File: src/rtl/vospi_sclk_gen.sv
// vospi_sclk_gen: SPI mode-3 SCLK/CS_N timing generator with per-bit MISO sample strobes; VOSPI_SCLK_PAUSE_EN adds a pause_i link stall.
// All outputs registered, CS_N falls the cycle after accept; start_v_i is not queued while ready_o=0.
module vospi_sclk_gen #(
   parameter int div_p       = 4,
   parameter int cs_setup_p  = 2,
   parameter int cs_hold_p   = 2,
   parameter int cnt_width_p = 16
) (
   input  logic                   clk_i,
   input  logic                   reset_i,
   input  logic                   start_v_i,
   output logic                   ready_o,
   input  logic [cnt_width_p-1:0] num_bits_i,
   input  logic                   abort_i,
`ifdef VOSPI_SCLK_PAUSE_EN
   input  logic                   pause_i,
`endif
   output logic                   sclk_o,
   output logic                   cs_n_o,
   output logic                   sample_o,
   output logic [cnt_width_p-1:0] bit_count_o,
   output logic                   done_o
);

   if (div_p < 1 || cs_setup_p < 1 || cs_hold_p < 1) begin : g_bad_param
      $error("vospi_sclk_gen: div_p, cs_setup_p and cs_hold_p must all be >= 1");
   end

   localparam int MAX_P = (div_p > cs_setup_p)
                        ? ((div_p > cs_hold_p) ? div_p : cs_hold_p)
                        : ((cs_setup_p > cs_hold_p) ? cs_setup_p : cs_hold_p);
   localparam int PH_W  = (MAX_P > 1) ? $clog2(MAX_P) : 1;

   localparam logic [PH_W-1:0] DIV_LAST   = PH_W'(div_p - 1);
   localparam logic [PH_W-1:0] SETUP_LAST = PH_W'(cs_setup_p - 1);
   localparam logic [PH_W-1:0] HOLD_LAST  = PH_W'(cs_hold_p - 1);

   typedef enum logic [2:0] {
      S_IDLE,
      S_SETUP,
      S_LOW,
      S_HIGH,
      S_HOLD
   } state_t;

   state_t                 r_state;
   logic [PH_W-1:0]        r_ph;
   logic [cnt_width_p-1:0] r_nbits;
   logic [cnt_width_p-1:0] r_bitcnt;
   logic                   r_abort;
   logic                   r_sclk;
   logic                   r_cs_n;
   logic                   r_ready;
   logic                   r_sample;
   logic                   r_done;

   state_t                 w_state_nxt;
   logic [PH_W-1:0]        w_ph_nxt;
   logic [cnt_width_p-1:0] w_nbits_nxt;
   logic [cnt_width_p-1:0] w_bitcnt_nxt;
   logic                   w_abort_nxt;
   logic                   w_abort_seen;
   logic                   w_sample_nxt;
   logic                   w_done_nxt;
   logic                   w_pause;

`ifdef VOSPI_SCLK_PAUSE_EN
   assign w_pause = pause_i;
`else
   assign w_pause = 1'b0;
`endif

   assign w_abort_seen = r_abort | abort_i;

   always_comb begin
      w_state_nxt  = r_state;
      w_ph_nxt     = r_ph + PH_W'(1);
      w_nbits_nxt  = r_nbits;
      w_bitcnt_nxt = r_bitcnt;
      w_abort_nxt  = w_abort_seen;
      w_sample_nxt = 1'b0;
      w_done_nxt   = 1'b0;
      case (r_state)
         S_IDLE: begin
            w_abort_nxt = 1'b0;
            w_ph_nxt    = '0;
            if (start_v_i) begin
               w_nbits_nxt  = num_bits_i;
               w_bitcnt_nxt = '0;
               if (num_bits_i == '0) begin
                  w_done_nxt = 1'b1;
               end else begin
                  w_state_nxt = S_SETUP;
               end
            end
         end
         S_SETUP: begin
            if (r_ph == SETUP_LAST) begin
               w_ph_nxt    = '0;
               w_state_nxt = w_abort_seen ? S_HOLD : S_LOW;
            end
         end
         S_LOW: begin
            // Rising SCLK edge: the sample strobe and the bit count move together.
            if (r_ph == DIV_LAST) begin
               w_ph_nxt     = '0;
               w_state_nxt  = S_HIGH;
               w_sample_nxt = 1'b1;
               if (r_bitcnt != r_nbits) begin
                  w_bitcnt_nxt = r_bitcnt + cnt_width_p'(1);
               end
            end
         end
         S_HIGH: begin
            if (r_ph == DIV_LAST) begin
               if ((r_bitcnt == r_nbits) || w_abort_seen) begin
                  w_ph_nxt    = '0;
                  w_state_nxt = S_HOLD;
               end else if (w_pause) begin
                  w_ph_nxt = r_ph;
               end else begin
                  w_ph_nxt    = '0;
                  w_state_nxt = S_LOW;
               end
            end
         end
         S_HOLD: begin
            w_abort_nxt = 1'b0;
            if (r_ph == HOLD_LAST) begin
               w_ph_nxt    = '0;
               w_state_nxt = S_IDLE;
               w_done_nxt  = 1'b1;
            end
         end
         default: begin
            w_ph_nxt    = '0;
            w_abort_nxt = 1'b0;
            w_state_nxt = S_IDLE;
         end
      endcase
   end

   always_ff @(posedge clk_i or posedge reset_i) begin
      if (reset_i) begin
         r_state  <= S_IDLE;
         r_ph     <= '0;
         r_nbits  <= '0;
         r_bitcnt <= '0;
         r_abort  <= 1'b0;
         r_sclk   <= 1'b1;
         r_cs_n   <= 1'b1;
         r_ready  <= 1'b1;
         r_sample <= 1'b0;
         r_done   <= 1'b0;
      end else begin
         r_state  <= w_state_nxt;
         r_ph     <= w_ph_nxt;
         r_nbits  <= w_nbits_nxt;
         r_bitcnt <= w_bitcnt_nxt;
         r_abort  <= w_abort_nxt;
         r_sclk   <= (w_state_nxt != S_LOW);
         r_cs_n   <= (w_state_nxt == S_IDLE);
         r_ready  <= (w_state_nxt == S_IDLE);
         r_sample <= w_sample_nxt;
         r_done   <= w_done_nxt;
      end
   end

   assign sclk_o      = r_sclk;
   assign cs_n_o      = r_cs_n;
   assign ready_o     = r_ready;
   assign sample_o    = r_sample;
   assign done_o      = r_done;
   assign bit_count_o = r_bitcnt;

endmodule
File: config.mk
export PLATFORM = sky130hd
export DESIGN_NAME = vospi_sclk_gen
export DESIGN_NICKNAME = d
export VERILOG_FILES = /design/src/rtl/vospi_sclk_gen.sv
export SDC_FILE = /design/constraint.sdc
export NUM_CORES = 1
export LEC_CHECK = 0
export CORE_UTILIZATION = 55
export DETAILED_ROUTE_END_ITERATION = 10
export PLACE_DENSITY = 0.85
export SETUP_SLACK_MARGIN = 0.02
export SLEW_MARGIN = 20
export SYNTH_ARGS = -nofsm -noshare
export SYNTH_HDL_FRONTEND = slang
export SYNTH_SLANG_ARGS = --single-unit
export TNS_END_PERCENT = 5
File: constraint.sdc
create_clock -name clk_i -period 4 [get_ports clk_i]
set_clock_uncertainty 0.15 [all_clocks]
set_input_delay 1 -clock clk_i [delete_from_list [all_inputs] [get_ports clk_i]]
set_output_delay 1 -clock clk_i [all_outputs]
set_load 0.03 [all_outputs]
# --- After elaboration in Yosys (flattened, before gate mapping) ---
# Cells that the tools add are included.
# Widths: inputs -> output; s select.
totals:
  register_bits: 42
classes:
  add_sub_neg: 2
  eq_ne: 12
  n_mux: 23
  n_bitwise: 1
  n_reduce_logical: 10
ops:
  columns: ["op", "n"]
  rows:
  - ["$mux 16", 3]
  - ["$pmux 16 s2", 1]
  - ["$mux 3", 8]
  - ["$add 16x1->16 const B", 1]
  - ["$eq 16x16->1", 1]
  - ["$logic_not 16->1", 1]
  - ["$ne 16x16->1", 1]
  - ["$pmux 3 s5", 1]
  - ["$eq 3x2->1 const B", 2]
  - ["$logic_not 3->1", 2]
  - ["$mux 1", 6]
  - ["$ne 2x2->1 const B", 3]
  - ["$mux 2", 2]
  - ["$pmux 2 s2", 1]
  - ["$reduce_and 4->1", 1]
  - ["$reduce_or 2->1", 2]
  - ["$eq 3x1->1 const B", 1]
  - ["$eq 3x3->1 const B", 1]
  - ["$ne 3x2->1 const B", 1]
  - ["$reduce_or 3->1", 1]
  - ["$add 2x1->2 const B", 1]
  - ["$eq 2x1->1 const B", 1]
  - ["$eq 2x2->1 const B", 1]
  - ["$pmux 1 s2", 1]
  - ["other kinds (4)", 4]

# --- Depth between registers and ports, before layout ---
logic_depth:
  ltp_word: 6
  mapped_depth: 7
  depth_no_buf: 7

# --- Least setup slack after synthesis ---
# Ideal clock, no wire load.
synth_timing:
  path_type: "in2reg"
  from: "input start_v_i"
  to: "register r_bitcnt[10] (netlist: bit_count_o[10])"
  arrival_ns: 1.905
  t_required_ns: 3.714
  setup_slack_ns: 1.809
  cell_stages: 4
  n_path_buf: 2
  path_cell_list: "nor4b_1 > clkbuf_1 > clkbuf_1 > a21oi_1"
synth_via:
  elab_chain_cells: 2
synth_lines:
  columns: ["element", "line_no", "source"]
  rows:
  - ["from (decl)", "11", "input logic start_v_i,"]
  - ["$ne 2x2->1 (no source line)", null, null]
  - ["$reduce_and 4->1 (no source line)", null, null]
  - ["to (signal assigned)", "159", "r_bitcnt <= w_bitcnt_nxt;"]
  - ["to (decl)", "49", "logic [cnt_width_p-1:0] r_bitcnt;"]
# No other way between the ends.
# A chain may end at the register's enable or synchronous reset.

# --- Final worst setup path ---
layout_timing:
  from: "register r_bitcnt[4] (netlist: bit_count_o[4])"
  to: "output bit_count_o[4]"
layout_lines:
  columns: ["element", "line_no", "source"]
  rows:
  - ["to (decl)", "21", "output logic [cnt_width_p-1:0] bit_count_o,"]
# No word-level cell between the ends.

==> Implementation_results.wiki <==
{| class="wikitable"
! Metric !! Value
|-
| Run status || finished clean
|-
| Overflow left after global routing || 0
|-
| Root Buffer Master || clkbuf_8
|-
| Bufs on Longest Clock Path || 2
|-
| Average size of a mapped cell || 8.78 um2
|-
| Leading cell types by total area after synthesis || dfrtp_1, nand2_1, xnor2_1
|-
| Initial DRC Count || 245
|-
| GPL Wtd Cong || 0.824
|-
| Category of the worst setup path launch point || flop
|-
| Fmax || 0.360 GHz
|-
| Critical Setup Path Class || flop to output pin
|-
| Number of setup violations in the final report || 0
|-
| Net switching power || 749 uW
|-
| Worst slack at placement || 1200 ps
|-
| Max-Cap Viols || 0
|-
| Count of distinct cell types in the synthesized netlist || 42
|-
| Non-Filler Instances || 346
|-
| Number of nets with antenna violations after routing || 0
|-
| Row cnt || 23
|-
| Final count of hold timing violations || 0
|-
| Cell chain of the critical path || clkdlybuf4s50_1
|-
| Total routing usage reported by global routing || 27.8%
|-
| Layout cell share with drive strength beyond 1 || 5.74%
|-
| Path category of the worst min-delay check || flop to flop
|-
| Largest net degree at the start of global routing || 32
|-
| Fin worst setup slack || 1220 ps
|-
| DIE HEIGHT || 66.5 um
|-
| Post-CTS Hold Buffers || 0
|-
| Required @ worst endpoint || 2850 ps
|-
| Fraction of power consumed by sequential logic || 41.3%
|-
| Count of nets after finishing || 319
|-
| Slew at the pin with the worst max-slew slack || 897 ps
|-
| Count of clock tree sinks || 42
|-
| Switching Share || 41.3%
|-
| Vias || 2,153
|-
| Final period demand of the worst path || 2780 ps
|-
| Primary FF master, synth || dfrtp_1
|-
| Post-layout power || 1810 uW
|-
| Slowest cell on the critical path || clkdlybuf4s50_1
|-
| Avg WL per Cell || 15.6 um
|-
| Post-route DRC || 0
|-
| Max Fanout on Critical Path || 11
|-
| Final-layout setup total negative slack || 0 ps
|-
| DIE AREA || 4430 um2
|-
| Initial cell density of the core || 57.3%
|-
| EDFF count, synth || 0
|-
| Async set or reset register ratio after synthesis || 100%
|-
| Library cell occupying the most area in the post-synthesis netlist || dfrtp_1
|-
| Crit path arrival time || 1630 ps
|-
| Clock latency on the worst-skew pair || 300 ps
|-
| Summed instance area of the synthesized netlist || 2290 um2
|-
| Worst slew margin relative to its limit || 40.1%
|-
| Net Count, Synth || 285
|-
| Post-CTS setup repair buffer count || 0
|-
| Static Leakage || 0.00118 uW
|-
| Antenna violations before repair || 0
|-
| Peak supply drop || 389 uV
|-
| Crit path buffers/inverters || 1
|-
| Unrepaired setup endpoints after global routing || no
|-
| Area of the core region || 4000 um2
|-
| TritonCTS clock tree || done
|-
| H-tree lvl count || 2
|-
| Number of global-route vias before repair || 1,954
|-
| Clock slew at the register clock pins of the worst setup and hold paths || 80 ps
|-
| Dpl hpwl || 3.78 mm
|-
| CP delay by family, top || buffers and inverters
|-
| Cts bufs inserted || 5
|-
| Kind of end point of the critical path || output pin
|-
| # port buffers || 40
|-
| Wire length of the first global-routing pass || 9.18 mm
|-
| Design internal power || 1070 uW
|-
| Biggest cell delay along the critical path || 750 ps
|-
| Average via count per standard cell || 6.22
|-
| Area Growth Syn to Fin || 23.4%
|-
| Post-route fraction of the period consumed by the critical path || 69.5%
|-
| Share of synthesized area occupied by flip-flops and latches || 46.0%
|-
| Power Dens Cells || 642 nW/um2
|-
| Proportion of power drawn by combinational gates || 40.0%
|-
| DP Cell Count || 338
|-
| Floorplan die width || 66.5 um
|-
| Portion of synthesized cell area occupied by the leading cell type || 43.7%
|-
| Count of pins on the block boundary || 41
|-
| 1st-pass router iterations || 5
|-
| Part of the total power dissipated in the clock network || 18.7%
|-
| Synth Instances || 261
|-
| Fin. max-slew vios || 0
|-
| Flop and latch count out of synthesis || 42
|-
| Sum of routed wire length over all layers || 5.41 mm
|-
| Yosys Warn Count || 0
|-
| # diodes || 0
|-
| Post_cts resized || 0
|}
[logic make-up (layout without fill, tap and decap cells)]
logic type      Yosys count  in the layout  synth area share (%)
compound gates           41             41                  11.1
xor+xnor                 16             16                  6.12
fa+ha+maj                 4              4                  2.18
buf+inv                  23             58                  4.53
flops                    42             42                  46.0
mux                       2              2                 0.874
simple gates            133            133                  29.2
[final cells by class]
class,instances,area (um2)
fill,301,1170
multi-input combinational,196,1150
sequential,42,1050
timing repair buffer,44,430
clock buffer,5,68.8
tap,50,62.6
clock inverter,3,40.0
inverter,6,22.5
[metal layers]
metal	up-vias	wire length (um)	global-route usage, %
li1	983	-	-
met1	1019	2290	38.0
met2	124	2570	42.3
met3	27	395	4.62
met4	0	158	14.4
met5	-	0	0
[worst paths after layout]
path	from	to	slack [ps]	depth (start not counted)
max	bit_count_o[4]$_DFFE_PP0P_	bit_count_o[4]	1220	1
min	r_nbits[13]$_DFFE_PP0P_	r_nbits[13]$_DFFE_PP0P_	350	2
max reg2reg	r_state[0]$_DFF_PP0_	bit_count_o[10]$_DFFE_PP0P_	1570	5
min reg2reg	r_nbits[13]$_DFFE_PP0P_	r_nbits[13]$_DFFE_PP0P_	350	2
max in group asynchronous	reset_i	r_nbits[12]$_DFFE_PP0P_	1980	3
min in group asynchronous	reset_i	r_nbits[7]$_DFFE_PP0P_	1030	2
[stage by stage]
stage | hold WS, ps | utilization [%] | cell area, um2
4_1_cts | 355 | 70.7 | 2830
6_report | 352 | 70.7 | 2830
5_1_grt | 374 | 70.7 | 2830
2_1_floorplan | 306 | - | 2290
3_3_place_gp | 333 | 67.9 | 2720
3_5_place_dp | 337 | 67.9 | 2720
[tightest hold or removal path: cells and delay by family (launching register included)]
kind | cells | cell delay (ps)
flip-flops | 1 | 360
AND/OR/NAND/NOR | 2 | 120
[placed cells by master (no fill, tap or decap), types with 4 or more instances in the layout]
| cell type | Yosys | final |
|---|---|---|
| nand3_1 | 5 | 5 |
| o31ai_1 | 4 | 4 |
| ha_1 | 4 | 4 |
| or4_1 | 4 | 4 |
| nor2_1 | 13 | 13 |
| clkbuf_8 | 0 | 5 |
| dfrtp_1 | 40 | 40 |
| inv_1 | 6 | 6 |
| a21oi_1 | 16 | 16 |
| nor4_1 | 4 | 4 |
| nor3_1 | 5 | 5 |
| xnor2_1 | 16 | 16 |
| nand4_1 | 14 | 14 |
| o21ai_0 | 8 | 8 |
| nand2b_1 | 4 | 4 |
| buf_4 | 1 | 4 |
| clkdlybuf4s50_1 | 0 | 40 |
| or3_1 | 8 | 8 |
| nand2_1 | 61 | 61 |
[synthesized netlist by cell type, types with 2 or more instances]
cell type,instances
buf_2,5
inv_1,6
nand3_1,5
a31oi_1,2
a211oi_1,2
clkbuf_1,10
or3_1,8
or4_1,4
nor2_1,13
and2_1,2
o2111a_1,2
a21oi_1,16
nor3_1,5
o21ai_0,8
and3_1,3
nand2b_1,4
dfrtp_1,40
nand2_1,61
dfstp_2,2
ha_1,4
nand4_1,14
mux2i_1,2
nand3b_1,3
o31ai_1,4
xnor2_1,16
nor4_1,4
[state kept, by name, summed over array words and instances (netlist names)]
signal       flops
bit_count_o     16
r_nbits         16
r_state          3
r_ph             2
done_o           1
r_abort          1
ready_o          1
sample_o         1
sclk_o           1
[power by group through the flow]
stage | Combinational (uW) | Sequential [uW] | Clock [uW]
floorplan | 505 | 745 | 0
detailed placement | 719 | 755 | 0
global placement | 688 | 746 | 0
global route | 807 | 770 | 355
CTS | 726 | 746 | 341
finish | 725 | 749 | 340
Note: power is estimated with default switching activity, not from simulation.
